$ cat src/rtl/efc_rd_ctl_pkg.sv
// rtl/efc_rd_ctl_pkg.sv - shared efuse read-controller widths and FSM encodings
package efc_rd_ctl_pkg;

  localparam int EFC_ROW_W   = 7;
  localparam int EFC_DATA_W  = 32;
  localparam int EFC_ACC_CYC = 4;
  localparam int EFC_COL_W   = 5;
  // Wide enough for any practical array access time.
  localparam int EFC_WAIT_W  = 8;

  typedef enum logic [2:0] {
    ST_IDLE   = 3'd0,
    ST_SETUP  = 3'd1,
    ST_STROBE = 3'd2,
    ST_WAIT   = 3'd3,
    ST_SAMPLE = 3'd4,
    ST_DONE   = 3'd5
  } efc_rd_state_e;

endpackage

$ cat src/rtl/efc_rd_cnt.sv
// rtl/efc_rd_cnt.sv - column counter and access-wait down-counter for the efuse read walk
module efc_rd_cnt
  import efc_rd_ctl_pkg::*;
#(
  parameter int DATA_W  = EFC_DATA_W,
  parameter int ACC_CYC = EFC_ACC_CYC
) (
  input  logic                 clk,
  input  logic                 arst_l,
  input  logic                 col_clr,
  input  logic                 col_inc,
  input  logic                 wait_ld,
  input  logic                 wait_dec,
  output logic [EFC_COL_W-1:0] col,
  output logic                 col_last,
  output logic                 wait_zero
);

  // Load value makes WAIT last ACC_CYC-1 cycles (values ACC_CYC-2 down to 0).
  localparam logic [EFC_WAIT_W-1:0] WAIT_LD_VAL = EFC_WAIT_W'(ACC_CYC - 2);
  localparam logic [EFC_COL_W-1:0]  COL_LAST    = EFC_COL_W'(DATA_W - 1);

  logic [EFC_WAIT_W-1:0] wait_cnt;

  // Column address: cleared on accept, advanced after each non-final sample.
  always_ff @(posedge clk or negedge arst_l) begin
    if (!arst_l) begin
      col <= '0;
    end else if (col_clr) begin
      col <= '0;
    end else if (col_inc) begin
      col <= col + 1'b1;
    end
  end

  // Access wait counter: loaded on the strobe, counts down while waiting.
  always_ff @(posedge clk or negedge arst_l) begin
    if (!arst_l) begin
      wait_cnt <= '0;
    end else if (wait_ld) begin
      wait_cnt <= WAIT_LD_VAL;
    end else if (wait_dec && (wait_cnt != '0)) begin
      wait_cnt <= wait_cnt - 1'b1;
    end
  end

  assign col_last  = (col == COL_LAST);
  assign wait_zero = (wait_cnt == '0);

endmodule

$ cat src/rtl/efc_rd_ctl.sv
// rtl/efc_rd_ctl.sv - efuse row read sequencer feeding the JTAG capture word
module efc_rd_ctl
  import efc_rd_ctl_pkg::*;
#(
  parameter int ROW_W   = EFC_ROW_W,
  parameter int DATA_W  = EFC_DATA_W,
  parameter int ACC_CYC = EFC_ACC_CYC
) (
  input  logic              clk,
  input  logic              arst_l,
  input  logic              rd_req,
  input  logic [ROW_W-1:0]  rd_row,
  input  logic              fuse_dout,
  output logic [ROW_W-1:0]  efc_fuse_row,
  output logic [4:0]        efc_fuse_col,
  output logic              efc_fuse_rd_en,
  output logic [DATA_W-1:0] read_data_ff,
  output logic              rd_busy,
  output logic              rd_done,
  output logic              rd_ovfl
);

  efc_rd_state_e state, state_nxt;

  logic              col_clr, col_inc, wait_ld, wait_dec;
  logic              col_last, wait_zero;
  logic              accept, sample_en;
  logic [DATA_W-1:0] asm_q, asm_nxt;

  efc_rd_cnt #(
    .DATA_W  (DATA_W),
    .ACC_CYC (ACC_CYC)
  ) u_cnt (
    .clk       (clk),
    .arst_l    (arst_l),
    .col_clr   (col_clr),
    .col_inc   (col_inc),
    .wait_ld   (wait_ld),
    .wait_dec  (wait_dec),
    .col       (efc_fuse_col),
    .col_last  (col_last),
    .wait_zero (wait_zero)
  );

  // State register.
  always_ff @(posedge clk or negedge arst_l) begin
    if (!arst_l) begin
      state <= ST_IDLE;
    end else begin
      state <= state_nxt;
    end
  end

  // Next-state: one strobe/wait/sample round per column until the last one.
  always_comb begin
    state_nxt = state;
    case (state)
      ST_IDLE:   if (rd_req) state_nxt = ST_SETUP;
      ST_SETUP:  state_nxt = ST_STROBE;
      ST_STROBE: state_nxt = ST_WAIT;
      ST_WAIT:   if (wait_zero) state_nxt = ST_SAMPLE;
      ST_SAMPLE: state_nxt = col_last ? ST_DONE : ST_STROBE;
      ST_DONE:   state_nxt = ST_IDLE;
      default:   state_nxt = ST_IDLE;
    endcase
  end

  // Per-state controls and status outputs.
  always_comb begin
    efc_fuse_rd_en = (state == ST_STROBE);
    rd_busy        = (state != ST_IDLE);
    rd_done        = (state == ST_DONE);
    accept         = (state == ST_IDLE) && rd_req;
    sample_en      = (state == ST_SAMPLE);
    col_clr        = accept;
    col_inc        = sample_en && !col_last;
    wait_ld        = (state == ST_STROBE);
    wait_dec       = (state == ST_WAIT);
  end

  // Assembly word including the bit being sampled this cycle, so the final
  // column lands in read_data_ff on the same edge that enters DONE.
  always_comb begin
    asm_nxt               = asm_q;
    asm_nxt[efc_fuse_col] = fuse_dout;
  end

  // Row latch, bit assembly and the committed word; only a full walk updates read_data_ff.
  always_ff @(posedge clk or negedge arst_l) begin
    if (!arst_l) begin
      efc_fuse_row <= '0;
      asm_q        <= '0;
      read_data_ff <= '0;
    end else begin
      if (accept) begin
        efc_fuse_row <= rd_row;
        asm_q        <= '0;
      end else if (sample_en) begin
        asm_q <= asm_nxt;
      end
      if (sample_en && col_last) begin
        read_data_ff <= asm_nxt;
      end
    end
  end

  // Sticky overflow: a request that arrives while busy is dropped and flagged.
  always_ff @(posedge clk or negedge arst_l) begin
    if (!arst_l) begin
      rd_ovfl <= 1'b0;
    end else if (accept) begin
      rd_ovfl <= 1'b0;
    end else if (rd_req && rd_busy) begin
      rd_ovfl <= 1'b1;
    end
  end

endmodule

$ cat config.mk
export PLATFORM = sky130hd
export DESIGN_NAME = efc_rd_ctl
export DESIGN_NICKNAME = d
export VERILOG_FILES = /design/src/rtl/efc_rd_ctl_pkg.sv /design/src/rtl/efc_rd_cnt.sv /design/src/rtl/efc_rd_ctl.sv
export SDC_FILE = /design/constraint.sdc
export NUM_CORES = 1
export LEC_CHECK = 0
export ABC_AREA = 0
export ABC_CLOCK_PERIOD_IN_PS = 2800
export BUFFER_PORTS_ARGS = -buffer_cell sky130_fd_sc_hd__buf_2
export CORE_MARGIN = 8
export CORE_UTILIZATION = 55
export DETAILED_ROUTE_END_ITERATION = 12
export GPL_TIMING_DRIVEN = 0
export PLACE_DENSITY = 0.77
export SYNTH_ARGS = -nofsm -noshare
export SYNTH_HDL_FRONTEND = slang
export SYNTH_SLANG_ARGS = --single-unit
$ cat constraint.sdc
create_clock -name clk -period 2.8 [get_ports clk]
set_input_delay 0.14 -clock clk [delete_from_list [all_inputs] [get_ports clk]]
set_output_delay 0.14 -clock clk [all_outputs]
set_load 0.02 [all_outputs]
# Word-level counts from Yosys, hierarchy flattened
# Cells that the tools add are included.
# totals
reg_bits	88
input_bits	11
# op_classes
add_sub_neg	2
magnitude_cmp	2
n_eq_ne	8
muxes	15
reduce_logical	16
# op_table
op	count
2-to-1 mux 32 bit	2
bitwise mux 32 bit	1
2-to-1 mux 8 bit	2
case mux 3 bit (5 select lines)	1
2-to-1 mux 5 bit	2
2-to-1 mux 3 bit	3
logical NOT 8 bit	1
nonzero test 2 bit	4
nonzero test 8 bit	1
subtractor 8 x 1 -> 8 bit, second input constant	1
== test 3 x 2 -> 1 bit, second input constant	2
== test 3 bit, second input constant	2
logical AND 1 bit	6
less-than comparator 5 x 6 -> 1 bit, second input constant	1
adder 5 x 1 -> 5 bit, second input constant	1
demux 1 bit (select 5 bit)	1
== test 5 bit, second input constant	1
>= comparator 5 x 1 -> 1 bit, second input constant	1
inequality test 2 bit, second input constant	2
== test 3 x 1 -> 1 bit, second input constant	1
logical NOT 3 bit	1
2-to-1 mux 1 bit	3
nonzero test 3 bit	1
AND reduction 2 bit	1
logical NOT 1 bit	1

# Logic depth before layout (Yosys ltp)
# logic_depth
word_depth	7
ltp_mapped	9
ltp_nobuf	6

# Modules after synthesis
# From an unflattened synthesis, not the netlist that was laid out.
# hier_totals
cells_unflattened	505
area_unflattened_um2	4633.2
# by_module_without_submodules
mod	instances	cells_per_inst	area_per_inst_um2	seq_area_each_um2
efc_rd_ctl	1	435	3920.0	1876.8
efc_rd_cnt	1	70	713.2	325.3

# Least setup slack after synthesis
# Ideal clock, no wire load.
# synth_path
path_type	register to register
startpoint	register u_cnt.col[0]
endpoint	register u_cnt.col[3]
setup_time_ps	126
arrival_ps	2089
required_time_ps	2674
slack_ps	586
stages_incl_launch_ff	8
n_path_buf	1
synth_period_minus_slack_ps	2214
path_cell_list	dfrtp_1 -> ha_1 -> clkbuf_1 -> and3_1 -> ha_1 -> nor4b_2 -> nand4_1 -> mux2i_1
# synth_between
elab_chain_cells	4
elab_cells_between_ends	7
# synth_lines
item	line_no	text
start, declared	efc_rd_cnt.sv:14	output logic [EFC_COL_W-1:0] col,
start signal, assigned	efc_rd_cnt.sv:32	col <= col + 1'b1;
branches (longest 4 deep; another with adder 5 x 1 -> 5 bit)	-	
# Parallel ways; which one is timed is not known. The select of a mux whose other input is x is not followed.
# A chain may end at the register's enable or synchronous reset.

# Worst setup path after layout
# layout_path
startpoint	register u_cnt.col[3]
endpoint	register read_data_ff[21]
# layout_between
elab_chain_cells	5
elab_cells_between_ends	8
# layout_lines
item	line_no	text
less-than comparator 5 x 6 -> 1 bit (not written as such) / >= comparator 5 x 1 -> 1 bit (equally long branches)	efc_rd_ctl.sv:85	asm_nxt[efc_fuse_col] = fuse_dout;
logical AND 1 bit (not written as such)	efc_rd_ctl.sv:85	
2-to-1 mux 1 bit (not written as such)	efc_rd_ctl.sv:85	
demux 1 bit (select 5 bit)	efc_rd_ctl.sv:85	
bitwise mux 32 bit	efc_rd_ctl.sv:85	
end signal, assigned	efc_rd_ctl.sv:102	read_data_ff <= asm_nxt;
end, declared	efc_rd_ctl.sv:17	output logic [DATA_W-1:0] read_data_ff,
# Several ways; a longest one is shown, not always the timed one.

==> impl_results.md <==
- Total gr overflow: 0
- Area Overhead vs Synth: 16.2%
- Gr usage total: 18.8%
- Overall via count from detail_route: 3610
- Worst-path clk slew: approximately 0.09 ns
- Hpwl dp: 7380 um
- Vias in the first global route: 3626
- Netlist Area Pre-Place: 0.00452 sq mm
- IR drop worst, VDD: 574 uV
- DIE HEIGHT: 107 um
- Max-slew violations: 0
- Hold Crit Class: in -> reg
- IO buf count: 57
- CP cell instances: buf_2 > buf_2 > and3_1 > ha_1 > nor4bb_2 > buf_2 > buf_2 > nor2_1 > a21oi_1
- Max Buffers Root-to-Sink: 2
- Max cap viols: 0
- Largest delay share family, worst path: buffers and inverters
- Clock sinks: 88
- Synth area leader: dfrtp_1
- Netlist cell types: 37
- Yosys warning count: 0
- DR iter-0 viols: 180
- RSZ-0062 raised after global routing: false
- Post-layout util: 64.8%
- Syn avg cell area: about 10 sq um
- Max FO, Critical Path: 10
- Routed length per instance: 16.9 um
- Fin crit period: 2.54 ns
- Crit path capture type: register
- Largest net degree at the start of global routing: 62
- # DRC: 0
- Initial Util: between 50 and 60%
- Worst EP arrival: roughly 2.8 ns
- CP max-delay cell: dfrtp_1
- Critical path class: reg -> reg
- P_leak: ~0.0023 uW
- Skew final: about 0.014 ns
- Worst Path Required: 3.08 ns
- Syn Nets: 460
- Setup TNS: 0 ns
- Most Frequent Cell on Critical Path: buf_2
- Root Buffer: clkbuf_8
- Outcome: finished clean
- Slew @ Worst Pin: 0.716 ns
- Rows: 33
- Routability cong.: just under 0.9
- First-pass GRT wire length: 17400 um
- DRT antenna net count: 0
- Critical Path Max Stage Delay: 0.50 ns
- Post-Synthesis Cells: around 440
- # setup viols final: 0
- Core box area: slightly above 0.008 sq mm
- Top cell type's share of synthesized area: around 49%
- Die W: 107 um
- Max Clk Rate: 394 MHz
- Layout cell share with drive strength beyond 1: 20.8%
- Initial antenna violation count: 0
- CP startpoint kind: register
- Top post-synthesis cells by area: dfrtp_1, mux2i_1, a211oi_1, o22ai_1, a21oi_1
- Drt pass-1 iters: 4
- CTS Buf Count: 9
- N_diodes: 0
- Clk_lat worst skew: about 0.37 ns
- Die area: about 0.011 sq mm
- Drt via density: between 5 and 6
- Final period util: 90.7%
- Top Ports: 59
- H-tree lvl count: 3
- Power Density: 874 mW/mm^2
- TritonCTS clock tree: built
- Slew headroom: between 50% and 60%
- Routed Wire Length: 10600 um
- Final nets: 533
- Final-report hold violation count: 0
- Flops & latches, synth: 88
- Worst Path Buf+Inv: 4
- Sequential fraction of the synthesis area: 48.8%
## cell families (layout without fill, tap and decap cells)
logic type,Yosys count,in the layout,share of synthesized area (%)
AND/OR/NAND/NOR,111,111,16.0
AO/OA/AOI/OAI,108,108,15.2
flip-flops,88,88,48.8
buffers and inverters,79,157,7.04
multiplexers,48,48,10.8
adder cells (fa/ha/maj),7,7,1.94
XOR/XNOR,1,1,0.194
## placed cells by master, fill, tap and decap left out, drive strengths merged, types with 13 or more instances in the layout
master	count
nand4b	13
clkbuf	34
inv	39
dfrtp	88
mux2i	41
buf	75
a21oi	34
nor2	42
o22ai	32
a211oi	34
## registers in the layout (all words and copies together), names as in the netlist
| name | count |
|---|---|
| rd_ovfl | 1 |
| read_data_ff | 32 |
| u_cnt.wait_cnt | 8 |
| asm_q | 32 |
| efc_fuse_row | 7 |
| u_cnt.col | 5 |
| state | 3 |
## cell type report
| class | instances | area (sq um) |
|---|---|---|
| plain buffers | 39 | 168 |
| clock buffers | 12 | 155 |
| clock inverters | 4 | 76.3 |
| fillers | 691 | 2850 |
| inverters | 39 | 146 |
| multi-input cells | 275 | 2000 |
| flip-flops and latches | 88 | 2200 |
| well taps | 105 | 131 |
| repair buffers | 63 | 365 |
## worst paths after layout
path                            depth (start not counted)                to         start  slack [ns]
worst max-delay path                                    9  read_data_ff[21]  u_cnt.col[3]        0.26
worst min-delay path                                    2   efc_fuse_row[2]     rd_row[2]        0.02
worst max register to register                          9  read_data_ff[21]  u_cnt.col[3]        0.26
worst min register to register                          2           rd_ovfl       rd_ovfl        0.51
max in group asynchronous                               3   read_data_ff[9]        arst_l        1.94
min in group asynchronous                               2  read_data_ff[18]        arst_l        0.25
## metal layers
metal / GRT usage (%) / routed length, um / vias up
met1: 25.2 / 4930 / 1771
met3: 5.16 / 569 / 12
met5: 0 / 0 / -
li1: - / - / 1743
met2: 28.8 / 4910 / 84
met4: 6.53 / 156 / 0
## cell usage after synthesis
master	instances
nor4b_2	2
a21oi_1	33
a211oi_1	34
or2_2	2
and3_1	2
o21bai_1	1
nand3_1	2
a21oi_2	1
o21ai_0	1
nand2_1	7
ha_1	7
mux2i_1	41
o31ai_1	2
or3_1	3
or4b_1	4
nor3b_1	1
a21o_1	3
mux2_2	7
xnor2_1	1
nand4_1	6
nand3b_1	1
clkbuf_1	23
nor4bb_1	1
inv_1	39
nand4b_1	13
nand4bb_1	12
o22ai_1	32
or3b_2	3
nor3_1	1
nand2b_1	4
nor2_1	42
a2bb2oi_1	1
nor4b_1	2
dfrtp_1	88
or4_4	2
nor4_1	1
buf_2	17
## timing repair
action,in CTS,in global routing
hold buffers,5,0
buffers inserted,0,0
resized for setup,0,1
endpoints found under the hold margin,31,0
endpoints found under the setup margin,0,27
## power by group
part,internal [uW],total (uW),switching [uW]
Combinational,706,1760,1050
Sequential,1580,1820,241
Clock,554,1010,460
Total,2830,4590,1750
## through the flow
stage                     setup slack [ns]  instances  hold slack (ns)  cell area [sq um]  power (uW)
after floorplan                      0.586        442           -0.156               4520        3070
after global routing                0.0791        625           0.0129               5250        4860
final                                0.261        625           0.0181               5250        4590
after global placement               0.268        604            0.371               4930        3490
after CTS                            0.115        626          0.00678               5240        4600
after detailed placement             0.153        605           0.0885               4960        3580
(Power assumes the default switching activity.)
